<file path="src/rtl/lsu_pkg.sv">
// Shared definitions for the load/store unit: RV32I funct3 codes, FSM
// state encoding and the word-index width helper.
// Optional feature macro used by the unit: MISALIGN_TRAP_EN.
package lsu_pkg;

    localparam logic [2:0] F3_B  = 3'b000;
    localparam logic [2:0] F3_H  = 3'b001;
    localparam logic [2:0] F3_W  = 3'b010;
    localparam logic [2:0] F3_BU = 3'b100;
    localparam logic [2:0] F3_HU = 3'b101;

    typedef enum logic [2:0] {
        IDLE  = 3'd0,
        LOAD  = 3'd1,
        READ  = 3'd2,
        WRITE = 3'd3,
        RESP  = 3'd4
    } lsu_state_e;

    // Number of address bits that select a word inside the memory.
    function automatic int word_idx_w(input int mem_words);
        return (mem_words > 1) ? $clog2(mem_words) : 1;
    endfunction

endpackage

</file>
<file path="src/rtl/lsu_lane_align.sv">
// Combinational lane logic: extracts and extends load data from a memory
// word, and merges byte/half store data into a previously read word.
module lsu_lane_align
    import lsu_pkg::*;
(
    input  logic [2:0]  funct3,
    input  logic [1:0]  byte_off,
    input  logic [31:0] rdata,
    input  logic [31:0] wdata,
    output logic [31:0] load_data,
    output logic [31:0] store_word
);

    logic [7:0]  lane [4];
    logic [7:0]  sel_byte;
    logic [15:0] sel_half;
    logic [3:0]  lane_we;
    logic [31:0] wdata_rep;

    genvar gi;
    generate
        for (gi = 0; gi < 4; gi++) begin : g_lane
            assign lane[gi] = rdata[8*gi +: 8];
        end
    endgenerate

    // Halfword accesses only look at addr[1]; addr[0] is treated as zero.
    assign sel_byte = lane[byte_off];
    assign sel_half = byte_off[1] ? rdata[31:16] : rdata[15:0];

    // Load path: pick the addressed lane and sign/zero extend it.
    always_comb begin
        load_data = '0;
        case (funct3)
            F3_B:    load_data = {{24{sel_byte[7]}}, sel_byte};
            F3_H:    load_data = {{16{sel_half[15]}}, sel_half};
            F3_W:    load_data = rdata;
            F3_BU:   load_data = {24'b0, sel_byte};
            F3_HU:   load_data = {16'b0, sel_half};
            default: load_data = '0;
        endcase
    end

    // Store path: decide which byte lanes take new data and replicate the
    // store data so every candidate lane already holds the right bits.
    always_comb begin
        lane_we   = 4'b0000;
        wdata_rep = wdata;
        case (funct3[1:0])
            2'b00: begin
                lane_we[byte_off] = 1'b1;
                wdata_rep         = {4{wdata[7:0]}};
            end
            2'b01: begin
                lane_we   = byte_off[1] ? 4'b1100 : 4'b0011;
                wdata_rep = {2{wdata[15:0]}};
            end
            default: begin
                lane_we   = 4'b1111;
                wdata_rep = wdata;
            end
        endcase
    end

    generate
        for (gi = 0; gi < 4; gi++) begin : g_merge
            assign store_word[8*gi +: 8] = lane_we[gi] ? wdata_rep[8*gi +: 8] : lane[gi];
        end
    endgenerate

endmodule

</file>
<file path="src/rtl/load_store_unit.sv">
// RV32I load/store unit driving a word-addressed memory port with async
// read and synchronous word write. Byte/half stores use read-modify-write.
// Build option: define MISALIGN_TRAP_EN to fault misaligned H/W accesses;
// otherwise the low address bits below the access size are ignored.
module load_store_unit
    import lsu_pkg::*;
#(
    parameter int ADDR_W    = 32,
    parameter int MEM_WORDS = 1024
) (
    input  logic              clk,
    input  logic              rst,
    input  logic              req_valid,
    output logic              req_ready,
    input  logic              req_store,
    input  logic [2:0]        req_funct3,
    input  logic [ADDR_W-1:0] req_addr,
    input  logic [31:0]       req_wdata,
    output logic              resp_valid,
    input  logic              resp_ready,
    output logic [31:0]       resp_rdata,
    output logic              resp_fault,
    output logic [ADDR_W-1:0] mem_a,
    output logic [31:0]       mem_wd,
    output logic              mem_we,
    input  logic [31:0]       mem_rd
);

    localparam int IDX_W = word_idx_w(MEM_WORDS);

    lsu_state_e        state_q;
    logic [2:0]        funct3_q;
    logic [1:0]        addr_lo_q;
    logic [31:0]       wdata_q;
    logic [ADDR_W-1:0] mem_a_q;
    logic [31:0]       mem_wd_q;
    logic              mem_we_q;
    logic [31:0]       resp_rdata_q;
    logic              resp_fault_q;

    logic [ADDR_W-1:0] mem_a_d;
    logic              req_fault;
    logic [31:0]       load_data;
    logic [31:0]       store_word;
    logic              unused_addr_hi;

    // Word address: upper request bits beyond the memory depth wrap away.
    assign mem_a_d        = {{(ADDR_W-IDX_W-2){1'b0}}, req_addr[IDX_W+1:2], 2'b00};
    assign unused_addr_hi = ^req_addr[ADDR_W-1:IDX_W+2];

    // Classify the incoming request as faulting (illegal size, or misaligned when trapping).
    always_comb begin
        req_fault = 1'b0;
        if (req_store) begin
            req_fault = (req_funct3 > F3_W);
        end else begin
            req_fault = (req_funct3 == 3'b011) || (req_funct3 == 3'b110) ||
                        (req_funct3 == 3'b111);
        end
`ifdef MISALIGN_TRAP_EN
        if ((req_funct3 == F3_H || req_funct3 == F3_HU) && req_addr[0])
            req_fault = 1'b1;
        if (req_funct3 == F3_W && req_addr[1:0] != 2'b00)
            req_fault = 1'b1;
`endif
    end

    lsu_lane_align u_lane_align (
        .funct3     (funct3_q),
        .byte_off   (addr_lo_q),
        .rdata      (mem_rd),
        .wdata      (wdata_q),
        .load_data  (load_data),
        .store_word (store_word)
    );

    // Request/response FSM; all memory and response outputs are registered here.
    always_ff @(posedge clk or negedge rst) begin
        if (!rst) begin
            state_q      <= IDLE;
            funct3_q     <= F3_B;
            addr_lo_q    <= 2'b00;
            wdata_q      <= '0;
            mem_a_q      <= '0;
            mem_wd_q     <= '0;
            mem_we_q     <= 1'b0;
            resp_rdata_q <= '0;
            resp_fault_q <= 1'b0;
        end else begin
            case (state_q)
                IDLE: begin
                    if (req_valid) begin
                        funct3_q     <= req_funct3;
                        addr_lo_q    <= req_addr[1:0];
                        wdata_q      <= req_wdata;
                        mem_a_q      <= mem_a_d;
                        resp_rdata_q <= '0;
                        resp_fault_q <= req_fault;
                        if (req_fault) begin
                            state_q <= RESP;
                        end else if (!req_store) begin
                            state_q <= LOAD;
                        end else if (req_funct3 == F3_W) begin
                            mem_wd_q <= req_wdata;
                            mem_we_q <= 1'b1;
                            state_q  <= WRITE;
                        end else begin
                            state_q <= READ;
                        end
                    end
                end
                LOAD: begin
                    resp_rdata_q <= load_data;
                    state_q      <= RESP;
                end
                READ: begin
                    mem_wd_q <= store_word;
                    mem_we_q <= 1'b1;
                    state_q  <= WRITE;
                end
                WRITE: begin
                    mem_we_q <= 1'b0;
                    state_q  <= RESP;
                end
                RESP: begin
                    if (resp_ready)
                        state_q <= IDLE;
                end
                default: begin
                    mem_we_q <= 1'b0;
                    state_q  <= IDLE;
                end
            endcase
        end
    end

    assign req_ready  = (state_q == IDLE);
    assign resp_valid = (state_q == RESP);
    assign resp_rdata = resp_rdata_q;
    assign resp_fault = resp_fault_q;
    assign mem_a      = mem_a_q;
    assign mem_wd     = mem_wd_q;
    assign mem_we     = mem_we_q;

endmodule

</file>
<file path="config.mk">
export PLATFORM = sky130hd
export DESIGN_NAME = load_store_unit
export DESIGN_NICKNAME = d
export VERILOG_FILES = /design/src/rtl/lsu_pkg.sv /design/src/rtl/lsu_lane_align.sv /design/src/rtl/load_store_unit.sv
export SDC_FILE = /design/constraint.sdc
export NUM_CORES = 1
export LEC_CHECK = 0
export BUFFER_PORTS_ARGS = -buffer_cell sky130_fd_sc_hd__buf_2
export CAP_MARGIN = 20
export CELL_PAD_IN_SITES_DETAIL_PLACEMENT = 1
export CELL_PAD_IN_SITES_GLOBAL_PLACEMENT = 2
export CORE_ASPECT_RATIO = 0.5
export CORE_MARGIN = 4
export CORE_UTILIZATION = 30
export CTS_CLUSTER_DIAMETER = 60
export DETAILED_ROUTE_END_ITERATION = 16
export PLACE_DENSITY = 0.84
export SLEW_MARGIN = 20
export SYNTH_ARGS = -nofsm -noshare
export SYNTH_HDL_FRONTEND = slang
export SYNTH_SLANG_ARGS = --single-unit
</file>
<file path="constraint.sdc">
create_clock -name clk -period 2.4 [get_ports clk]
set_clock_uncertainty 0.05 [all_clocks]
set_input_delay 0 -clock clk [delete_from_list [all_inputs] [get_ports clk]]
set_output_delay 0 -clock clk [all_outputs]
set_load 0.02 [all_outputs]
</file>
==> flow_metrics.tcl <==
set metrics [dict create \
    status "completed" \
    peakVddDrop_uv 588 \
    final.min_clock_period_ns 2.17 \
    ant_nets 0 \
    fin_hold_ws_ns 0.0194 \
    yosysWarningCount 0 \
    path_max_fanout 28 \
    grt_max_degree 46 \
    criticalPathCategory "register to register" \
    synth-seq-cells 116 \
    power.total_uw 12300 \
    synth_seq_area_share_pct 47.1 \
    clk_latency_ns 0.42 \
    drt-pass1-iter-count 5 \
    syn_area_um2 6160 \
    timing.final.crit_share_pct 90.4 \
    hold_violations 0 \
    numPortBuffers 161 \
    cts-root-buf "clkbuf_16" \
    slew_violations 0 \
    post-dp-hpwl_um 16800 \
    die_h_um 109 \
    dr.max_layer_used "met4" \
    fin_nets 975 \
    fp-row-count 36 \
    cts.sinks 116 \
    gp_congestion 0.786 \
    ys.flop_type "dfrtp_1" \
    core_um2 19800 \
    grt_antenna_before_repair 1 \
    overflow 0 \
    power.density_nw_per_um2 1420 \
    grt_pass1_wl_um 37700 \
    r2r_setup_slack_ns 0.23 \
    wire_per_inst_um 20.9 \
    critPathLaunchType "register" \
    synth_edf_count 0 \
    clk_pin_slew_ns 0.06 \
    worst_pin_slew_ns 0.629 \
    vias_per_cell 5.17 \
    drive_above_1_share_pct 29.9 \
    yosysTopAreaCell "dfrtp_1" \
    cts_tree "yes" \
    drt_iter0_markers 402 \
    fin_ws_ns 0.229 \
    critPathCaptureType "register" \
    setup_violations 0 \
    wl_met3_um 1260 \
    slew_headroom_pct 58.1 \
    synth.distinct_cells 56 \
    crit_arrival_ns 2.38 \
    postPlaceCellArea_um2 7210 \
    ctsLongestPathBuffers 2 \
    drt-met1-wl_um 10300 \
    maxCapViolCount 0 \
    pre_cts_ws_ns 0.307 \
    rsz0062_at_grt "false" \
    n_fill_cell 2291 \
    crit_required_ns 2.61 \
    final.setup.tns_ns 0 \
    synth_cells 630 \
    route.detailed.drc 0 \
    die_w_um 211 \
    postCtsSetupRepairBufs 0 \
    async_reset_ff_share_pct 100 \
    start_util_pct 31.1 \
    netlist.area_leader.share_pct 47.1 \
    vias 5955 \
    stdcell_area_um2 8650 \
    met2WireLength_um 11800 \
    power.leakage_uw 0.00430 \
    htree_levels 4 \
    grt.total_usage_pct 21.1 \
    fp.dieArea_um2 23000 \
    hp-class "primary input to register" \
    synthTopCellsByArea "dfrtp_1, nand2_1, mux2i_1" \
    pin_count 204 \
    fmax_mhz 461 \
    synth.avg_cell_area_um2 9.78 \
    first_global_vias 6476 \
    syn2layout_area_growth_pct 40.4 \
    drt-total-wl_um 24000 \
    numCtsBuffers 17 \
]
## stage by stage
| stage | util [%] | instances |
|---|---|---|
| floorplan | - | 651 |
| global placement | 36.4 | 1036 |
| detailed placement | 36.4 | 1036 |
| CTS | 43.6 | 1150 |
| global route | 43.6 | 1151 |
| finish | 43.6 | 1151 |
## power breakdown
part | total [µW] | internal [µW] | switching (µW)
Combinational | 5870 | 2320 | 3550
Sequential | 3730 | 2900 | 826
Clock | 2710 | 1740 | 973
Total | 12300 | 6950 | 5350
## final cells by class
cell class	instances	area, µm²	share of cell area, %
multi-input cells	462	2910	33.7
inverters	5	18.8	0.217
clock inverters	13	184	2.13
diodes	1	2.50	0.0289
clock buffers	19	433	5.01
well taps	266	333	3.85
flip-flops and latches	116	2900	33.6
repair buffers	269	1860	21.5
## cell usage in the layout, fill, tap and decap left out, types with 5 or more instances in the layout
cell type | synthesis | routed
o221ai_1 | 24 | 24
buf_4 | 23 | 24
a22o_1 | 14 | 14
and2_1 | 5 | 5
a21oi_1 | 5 | 5
conb_1 | 1 | 22
nand2_1 | 207 | 207
buf_2 | 21 | 160
mux2_2 | 23 | 23
clkbuf_16 | 0 | 17
a22oi_1 | 10 | 10
nor3_1 | 7 | 7
nor2_1 | 15 | 15
o31ai_1 | 7 | 7
dlygate4sd3_1 | 0 | 82
o211ai_1 | 6 | 6
dfrtp_1 | 116 | 116
a221o_1 | 17 | 17
mux2i_1 | 28 | 28
a21o_1 | 6 | 6
## synthesized netlist by cell type (all sizes together) (2+ instances only)
cell and n:
inv 4, a21oi 7, nor2b 2, o22ai 4, and2 5, a21o 6, nand3 2, nand3b 3
or2 2, a221o 17, mux2 24, o21ai 6, a311o 4, clkbuf 18, dfrtp 116, nand2b 4
o31a 3, o221ai 24, nor2 17, a221oi 6, a22oi 10, buf 50, mux4 4, mux2i 28
nor4 4, nor3 8, o21ba 2, nand2 207, a22o 14, o31ai 10, o211ai 6, nor3b 2
## per-layer routing
| metal | track usage [%] | up-vias |
|---|---|---|
| li1 | - | 2682 |
| met1 | 27.2 | 3024 |
| met2 | 35.7 | 198 |
| met3 | 4.10 | 51 |
| met4 | 7.77 | 0 |
| met5 | 0 | - |
## registers in the layout, indices dropped and copies added (netlist names)
| name | count |
|---|---|
| resp_rdata | 32 |
| state_q | 3 |
| resp_fault | 1 |
| mem_wd | 32 |
| addr_lo_q | 2 |
| mem_a | 10 |
| funct3_q | 3 |
| wdata_q | 32 |
| mem_we | 1 |
## cells by family (layout without fill, tap and decap cells)
kind of cell | Yosys count | after routing | share of synthesized area (%)
AOI/OAI and AO/OA | 123 | 123 | 17.3
buffers and inverters | 73 | 306 | 7.03
DFF | 116 | 116 | 47.1
muxes | 56 | 56 | 10.4
other | 1 | 23 | 0.0609
and+or+nand+nor | 261 | 261 | 18.1
## worst paths after layout
check	start	endpoint	cells after the start
min in group asynchronous	rst	wdata_q[3]	2
hold / removal	mem_rd[9]	mem_wd[9]	3
hold reg to reg	wdata_q[16]	wdata_q[16]	2
max in group asynchronous	rst	mem_a[5]	3
setup / recovery	state_q[2]	mem_wd[3]	4
setup reg to reg	state_q[2]	mem_wd[3]	4
## repair_timing
| item | in CTS | in global routing |
|---|---|---|
| resized for setup | 0 | 0 |
| hold buffers | 82 | 0 |
| endpoints found under the hold margin | 197 | 0 |
## critical path, stage by stage (launching register included)
cell and delay, ns:
dfrtp_1 0.56, or3b_1 0.33, o31a_2 0.62, buf_12 0.26, o221ai_1 0.17
Note: power is estimated with default switching activity, not from simulation.
